### config.mk
export PLATFORM = sky130hd
export DESIGN_NAME = rect_drag_drop_ctl
export DESIGN_NICKNAME = d
export VERILOG_FILES = /design/src/rtl/rect_drag_drop_ctl.sv
export SDC_FILE = /design/constraint.sdc
export NUM_CORES = 1
export LEC_CHECK = 0
export BUFFER_PORTS_ARGS = -buffer_cell sky130_fd_sc_hd__buf_2
export CORE_MARGIN = 2
export CORE_UTILIZATION = 50
export DETAILED_ROUTE_END_ITERATION = 16
export PLACE_DENSITY = 0.72
export SLEW_MARGIN = 20
export SYNTH_ARGS = -nofsm -noshare
export SYNTH_HDL_FRONTEND = slang
export SYNTH_SLANG_ARGS = --single-unit
### constraint.sdc
create_clock -name clk -period 4.6 [get_ports clk]
set_input_delay 0.23 -clock clk [delete_from_list [all_inputs] [get_ports clk]]
set_output_delay 0.23 -clock clk [all_outputs]
set_load 0.005 [all_outputs]
### src/rtl/rect_drag_drop_ctl.sv
// rect_drag_drop_ctl: grab/drag/drop position controller for the on-screen rectangle.
// Optional floor bounce is enabled by defining RECT_BOUNCE_EN; otherwise the rectangle lands and stops.
module rect_drag_drop_ctl #(
    parameter int RECT_W       = 48,
    parameter int RECT_H       = 64,
    parameter int SCREEN_W     = 800,
    parameter int SCREEN_H     = 600,
    parameter int START_X      = 100,
    parameter int START_Y      = 100,
    parameter int GRAVITY      = 1,
    parameter int VMAX         = 31,
    parameter int BOUNCE_SHIFT = 1
) (
    input  logic        clk,
    input  logic        rst,
    input  logic [11:0] mouse_xpos,
    input  logic [11:0] mouse_ypos,
    input  logic        mouse_left,
    input  logic        frame_tick,
    output logic [11:0] xpos,
    output logic [11:0] ypos,
    output logic [1:0]  state
);

    typedef enum logic [1:0] {IDLE = 2'd0, GRAB = 2'd1, FALL = 2'd2} state_t;

`ifdef RECT_BOUNCE_EN
    localparam bit BOUNCE_EN = 1'b1;
`else
    localparam bit BOUNCE_EN = 1'b0;
`endif

    localparam logic signed [13:0] FLOOR_S = 14'(SCREEN_H - RECT_H);
    localparam logic signed [12:0] XMAX_S  = 13'(SCREEN_W - RECT_W);
    localparam logic signed [12:0] YMAX_S  = 13'(SCREEN_H - RECT_H);
    localparam logic signed [8:0]  VMAX_S  = 9'(VMAX);
    localparam logic signed [8:0]  GRAV_S  = 9'(GRAVITY);

    state_t             state_q, state_d;
    logic [11:0]        xpos_q, xpos_d, ypos_q, ypos_d;
    logic [11:0]        dx_q, dx_d, dy_q, dy_d;
    logic signed [7:0]  vel_q, vel_d;
    logic               left_prev_q;

    logic               press, hit;
    logic signed [12:0] gx, gy;
    logic [11:0]        drag_x, drag_y;
    logic signed [8:0]  vsum;
    logic signed [7:0]  vnew, vbounce;
    logic signed [13:0] fall_y;

    assign press  = mouse_left && !left_prev_q;
    assign hit    = (mouse_xpos >= xpos_q) && (13'(mouse_xpos) < 13'(xpos_q) + 13'(RECT_W)) &&
                    (mouse_ypos >= ypos_q) && (13'(mouse_ypos) < 13'(ypos_q) + 13'(RECT_H));
    assign gx     = $signed({1'b0, mouse_xpos}) - $signed({1'b0, dx_q});
    assign gy     = $signed({1'b0, mouse_ypos}) - $signed({1'b0, dy_q});
    assign drag_x = gx < 0 ? 12'd0 : gx > XMAX_S ? XMAX_S[11:0] : gx[11:0];
    assign drag_y = gy < 0 ? 12'd0 : gy > YMAX_S ? YMAX_S[11:0] : gy[11:0];
    assign vsum   = 9'(vel_q) + GRAV_S;
    assign vnew   = vsum > VMAX_S ? VMAX_S[7:0] : vsum[7:0];
    assign fall_y = $signed({2'b00, ypos_q}) + 14'(vnew);
    assign vbounce = vnew >>> BOUNCE_SHIFT;

    assign xpos  = xpos_q;
    assign ypos  = ypos_q;
    assign state = state_q;

    // Next-state: grab on press over the rectangle, drag on ticks, fall under gravity after release.
    always_comb begin
        state_d = state_q;
        xpos_d  = xpos_q;
        ypos_d  = ypos_q;
        vel_d   = vel_q;
        dx_d    = dx_q;
        dy_d    = dy_q;
        case (state_q)
            IDLE: begin
                if (press && hit) begin
                    state_d = GRAB;
                    dx_d    = mouse_xpos - xpos_q;
                    dy_d    = mouse_ypos - ypos_q;
                end
            end
            GRAB: begin
                if (!mouse_left) begin
                    state_d = FALL;
                    vel_d   = '0;
                end else if (frame_tick) begin
                    xpos_d = drag_x;
                    ypos_d = drag_y;
                end
            end
            FALL: begin
                if (press && hit) begin
                    state_d = GRAB;
                    dx_d    = mouse_xpos - xpos_q;
                    dy_d    = mouse_ypos - ypos_q;
                    vel_d   = '0;
                end else if (frame_tick) begin
                    if (fall_y < 0) begin
                        ypos_d = '0;
                        vel_d  = '0;
                    end else if (fall_y >= FLOOR_S) begin
                        ypos_d  = FLOOR_S[11:0];
                        vel_d   = (BOUNCE_EN && vbounce != 0) ? -vbounce : 8'sd0;
                        state_d = (BOUNCE_EN && vbounce != 0) ? FALL : IDLE;
                    end else begin
                        ypos_d = fall_y[11:0];
                        vel_d  = vnew;
                    end
                end
            end
            default: state_d = IDLE;
        endcase
    end

    // State register; previous-button resets high so a button held through reset is not a press.
    always_ff @(posedge clk or negedge rst) begin
        if (!rst) begin
            state_q     <= IDLE;
            xpos_q      <= 12'(START_X);
            ypos_q      <= 12'(START_Y);
            vel_q       <= '0;
            dx_q        <= '0;
            dy_q        <= '0;
            left_prev_q <= 1'b1;
        end else begin
            state_q     <= state_d;
            xpos_q      <= xpos_d;
            ypos_q      <= ypos_d;
            vel_q       <= vel_d;
            dx_q        <= dx_d;
            dy_q        <= dy_d;
            left_prev_q <= mouse_left;
        end
    end

endmodule

# == After elaboration in Yosys (flattened, before gate mapping) ==
# Cells that the tools add are included.
# W data, S select, Z words.
# classes
magnitude_cmp,11
n_eq_ne,11
muxes,25
n_addsub,8
n_reduce_logical,14
# op_table
operator,n
$mux W12,10
$mux W8,6
$gt A13 B11 Y1 const B,2
$lt A12 B13 Y1,2
$lt A13 B1 Y1 const B,2
$sub A12 B12 Y13,2
$ge A12 B12 Y1,2
$pmux W12 S2,1
$sub A12 B12 Y12,2
$pmux W8 S2,1
$add A13 B8 Y14,1
$ge A14 B11 Y1 const B,1
$lt A14 B1 Y1 const B,1
$add A12 B6 Y13 const B,1
$add A12 B7 Y13 const B,1
$mux W2,6
$ne A2 B2 Y1 const B,6
$reduce_and A5 Y1,2
$add A8 B2 Y9 const B,1
$gt A9 B6 Y1 const B,1
$ne A3 B3 Y1 const B,3
$pmux W2 S3,1
$reduce_and A3 Y1,2
$logic_and A1 B1 Y1,5
other kinds (7),7
# word_totals
output_inout_bits,26
register_bits,59

# == Longest topological paths before layout ==
# depth
word_depth,10
ltp_mapped,20
depth_no_buf,19

# == Least setup slack after synthesis ==
# OpenSTA, ideal clock, no wires.
# synth_path
path_kind,reg2reg
from,register vel_q[0]
to,register ypos_q[4] (netlist: ypos[4])
synth_period_minus_slack_ps,4401
t_arrival_ps,4280
path_stages_with_launch,21
t_required_ps,4479
path_buffers,1
path_slack_ps,199
path_cell_list,dfrtp_1 ha_1 a21oi_1 nand2_1 a21boi_0 o2111ai_1 a21oi_1 o21ai_1 nand2_1 ha_1 inv_1 fa_1 nand2b_2 a211oi_1 o21ai_0 a22o_1 or4b_4 a211oi_4 buf_6 a21oi_1 o22a_1
# synth_between
elab_chain_len,10
elab_cells_between_ends,11
# synth_rtl
item,line,source
start: declaration,42,"logic signed [7:0] vel_q, vel_d;"
start signal: assignment,131,vel_q <= vel_d;
$add A8 B2 Y9 (*),59,assign vsum = 9'(vel_q) + GRAV_S;
$gt A9 B6 Y1,60,assign vnew = vsum > VMAX_S ? VMAX_S[7:0] : vsum[7:0];
$mux W8 (*),60,
$add A13 B8 Y14 (*),61,"assign fall_y = $signed({2'b00, ypos_q}) + 14'(vnew);"
$ge A14 B11 Y1,103,end else if (fall_y >= FLOOR_S) begin
$mux W12,103,
$mux W12 (*),100,if (fall_y < 0) begin
$mux W12 (*),99,end else if (frame_tick) begin
$mux W12 (*),94,if (press && hit) begin
$pmux W12 S2 (*),76,case (state_q)
end signal: assignment,122,ypos_q <= 12'(START_Y);
end signal: assignment,130,ypos_q <= ypos_d;
end: declaration,40,"logic [11:0] xpos_q, xpos_d, ypos_q, ypos_d;"
# Mark *: on every way between the ends. The rest lies on a longest branch, timed or not. The select of a mux whose other input is x is not followed.
# A chain may end at the register's enable or synchronous reset.

# == Worst setup path after layout ==
# layout_path
from,register vel_q[0]
to,register ypos_q[6] (netlist: ypos[6])
# Same word-level chain as after synthesis.

==> out/metrics.yaml <==
synth:
  synthArstFlopShare: 1.00
  synth_edf_count: 0
  netlist_instances: 753
  synth_ff_type: "dfrtp_1"
  synth_area_per_cell_um2: 8.24
  synth-seq-area-share: 0.239
  syn_area_mm2: 0.00620
  yosysUniqueCellTypes: 70
  synth_warnings: 0
  synth-seq-cells: 59
  synthesis.nets: 865
worst_setup_path:
  regToRegSetupSlack_ns: 0.21
  path_class: "reg2reg"
  critical_path_required_ns: 4.86
  rr_startpoint: "vel_q[0]$_DFFE_PN0P_"
  max_stage_delay_ns: 0.55
  end_kind: "register"
  critPathSlowestCell: "or4b_4"
  reg2reg_depth: 21
  cp.arrival_ns: 4.65
  crit_path_cell_trace: "ha_2 -> a21oi_2 -> nand2_1 -> a21boi_0 -> o2111ai_1 -> a21oi_1 -> o21ai_2 -> nand2_1 -> ha_2 -> inv_1 -> fa_1 -> nand2b_2 -> a211oi_2 -> o21ai_1 -> a22o_1 -> or4b_4 -> a211oi_4 -> buf_6 -> buf_4 -> a32oi_1 -> a21oi_1"
  reg2reg_to: "ypos[6]$_DFFE_PN1P_"
  setup.worst_path.start_class: "register"
  critPathMaxFanout: 5
clock_tree:
  htreeDepth: 3
  clockRootBuffer: "clkbuf_16"
  tritoncts: "done"
  worstSkewPairLatency_ns: 0.34
  ctsHoldBuffers: 0
  clock_sinks: 59
  cts_buffers: 9
  cts.path.max_buffers: 2
  clk_pin_slew_worst_paths_ns: 0.06
min_path:
  hold_start: "mouse_left"
  worstHoldEndpoint: "left_prev_q$_DFF_PN1_"
  min_path_cells: 1
  hold_class: "in2reg"
finish:
  num-fill-cells: 1070
  multi_input_area_mm2: 0.00441
  layout_commonest_cell: "ha_1"
  syn2layout_area_growth_pct: 14.4
  stdcell_count: 993
  final_area_mm2: 0.00710
  nets: 933
  regArea_mm2: 0.00149
  final_cell_mix: "ha_1, inv_1, o21ai_0, a21oi_1, nor2_1"
  num_antenna_cells: 0
  drive_gt1_frac: 0.152
placed_design:
  dp.cells: 972
  port_buffers: 53
  placed_area_mm2: 0.00672
  pre_cts_ws_ns: -0.0520
  place_congestion: 0.901
  dpl.hpwl_mm: 13.2
die:
  start_util: 0.514
  coreArea_mm2: 0.0121
  rows: 40
  die-height_um: 115
  fp.dieArea_mm2: 0.0133
  io_pins: 54
  die_x_um: 115
global_route:
  grt_pass1_wl_mm: 28.2
  grt-busiest-layer: "met2"
  use_met2: 0.428
  grt_antenna_before_repair: 0
  grt_usage: 0.267
  grt_max_degree: 60
  grt_pass1_vias: 5751
  grtUsageMet1: 0.371
  grtUsageMet3: 0.0459
  grt_overflow: 0
routing:
  vias_per_cell: 6.03
  final_antenna_net_count: 0
  vias: 5986
  finalWirelength_mm: 17.2
  post_drt_wl_per_cell_um: 17.4
  drt_iter0_drc: 327
  drc: 0
  drtPass1Iterations: 5
timing:
  slew_violations: 0
  fmax_ghz: 0.228
  min_period_over_period: 0.955
  finalHoldViolCount: 0
  fin_skew_ns: 0.00828
  setup_slack_ns: 0.209
  setup_viol: 0
  period_minus_slack_ns: 4.39
  slew_headroom: 0.318
  tightest_slew_ns: 1.02
power_and_ir_drop:
  vdd_drop_max_mv: 0.295
  leakage_nw: 3.23
  cellPowerDensity_mw_per_mm2: 561
run_status:
  status: "finished, final reports clean"
run:
  max_cap_viol_count: 0
-- metal layers --
metal	wire, um	part of all wire	up-vias
met5	0	0	-
met4	304	0.018	0
met3	881	0.051	31
met2	7900	0.46	189
met1	8160	0.47	2848
li1	-	-	2918
-- synth_stat cells (3+ instances only) --
cell | instances | area, um^2
dfstp_2 | 7 | 184
a32oi_1 | 6 | 52.6
or2_2 | 5 | 31.3
and3_1 | 10 | 62.6
or3_1 | 4 | 25.0
nor3b_1 | 6 | 45.0
a31oi_1 | 7 | 43.8
a21o_1 | 16 | 120
a31o_2 | 3 | 26.3
o211ai_1 | 8 | 60.1
o31a_1 | 4 | 35.0
o22ai_1 | 5 | 31.3
dfrtp_1 | 52 | 1300
fa_1 | 5 | 100
clkbuf_1 | 15 | 56.3
a211o_1 | 3 | 26.3
a22o_1 | 8 | 70.1
nand2b_1 | 8 | 50.1
a21boi_0 | 4 | 30.0
mux2i_1 | 3 | 30.0
nand3_1 | 16 | 80.1
xnor2_1 | 30 | 263
o21ai_1 | 8 | 40.0
ha_1 | 79 | 988
nand4_1 | 8 | 50.1
a221oi_1 | 4 | 35.0
xor2_1 | 26 | 228
nor2_1 | 56 | 210
o31ai_1 | 10 | 75.1
nor3_1 | 14 | 70.1
nor2b_1 | 12 | 75.1
a2111oi_0 | 3 | 26.3
and2_1 | 7 | 43.8
a211oi_1 | 10 | 75.1
a21oi_1 | 62 | 310
o21a_1 | 11 | 82.6
o21ai_0 | 65 | 325
o41ai_1 | 3 | 26.3
inv_1 | 73 | 274
nand2_1 | 37 | 139
-- kinds of logic (layout without fill, tap and decap cells) --
| logic type | count (synthesis) | in the layout | share of synthesized area |
|---|---|---|---|
| buf+inv | 90 | 162 | 0.0569 |
| flops | 59 | 59 | 0.239 |
| simple gates | 192 | 192 | 0.156 |
| mux | 5 | 5 | 0.00847 |
| fa+ha+maj | 84 | 84 | 0.175 |
| compound gates | 267 | 267 | 0.285 |
| xor+xnor | 56 | 56 | 0.0791 |
-- worst max path at each step --
stage	startpoint	to	slack, ns	cells after the start
detailed placement	vel_q[0]$_DFFE_PN0P_	vel_q[0]$_DFFE_PN0P_	-0.05	20
finish	vel_q[0]$_DFFE_PN0P_	ypos[6]$_DFFE_PN1P_	0.21	21
global route	vel_q[0]$_DFFE_PN0P_	ypos[8]$_DFFE_PN0P_	-0.05	21
global placement	vel_q[0]$_DFFE_PN0P_	vel_q[0]$_DFFE_PN0P_	0.06	20
CTS	vel_q[0]$_DFFE_PN0P_	ypos[8]$_DFFE_PN0P_	0.002	21
floorplan	vel_q[0]$_DFFE_PN0P_	ypos[4]$_DFFE_PN0P_	0.20	20
-- report_power, final --
part,switching (mW),internal (mW)
logic,1.38,1.03
clock network,0.245,0.445
registers,0.180,0.700
total,1.81,2.17
-- metrics by stage --
stage                util  TNS [ns]  power (mW)  hold WS (ns)
finish              0.588         0        3.98        0.0443
global route        0.588    -0.392        4.33        0.0377
CTS                 0.582         0        3.94        0.0380
detailed placement  0.557    -0.228        3.22         0.391
global placement    0.557         0        3.16         0.390
floorplan               -         0        2.60       -0.0656
-- what timing repair did --
action | CTS | global route
endpoints found under the hold margin | 0 | 0
cloned | 0 | 1
setup endpoints to repair | 8 | 18
resized for setup | 3 | 9
pin swaps | 0 | 4
setup buffers | 0 | 5
-- layout make-up --
class / instances / share of cell area
sequential: 59 / 0.209
multi-input combinational: 604 / 0.621
clock buffer: 13 / 0.0367
tap: 168 / 0.0296
inverter: 73 / 0.0386
clock inverter: 2 / 0.00494
timing repair buffer: 74 / 0.0598
-- worst max-delay path, delay by kind of cell, from the launching register on --
family | cells | cell delay (ns)
AO/OA/AOI/OAI | 11 | 1.85
adder cells (fa/ha/maj) | 3 | 0.80
buffers and inverters | 3 | 0.33
flip-flops | 1 | 0.38
AND/OR/NAND/NOR | 4 | 0.96
-- sequential cells by signal (all words and copies together) (netlist names) --
register	count
state	2
dy_q	12
ypos	12
xpos	12
dx_q	12
left_prev_q	1
vel_q	8
Power figures use the tool's default switching activity.
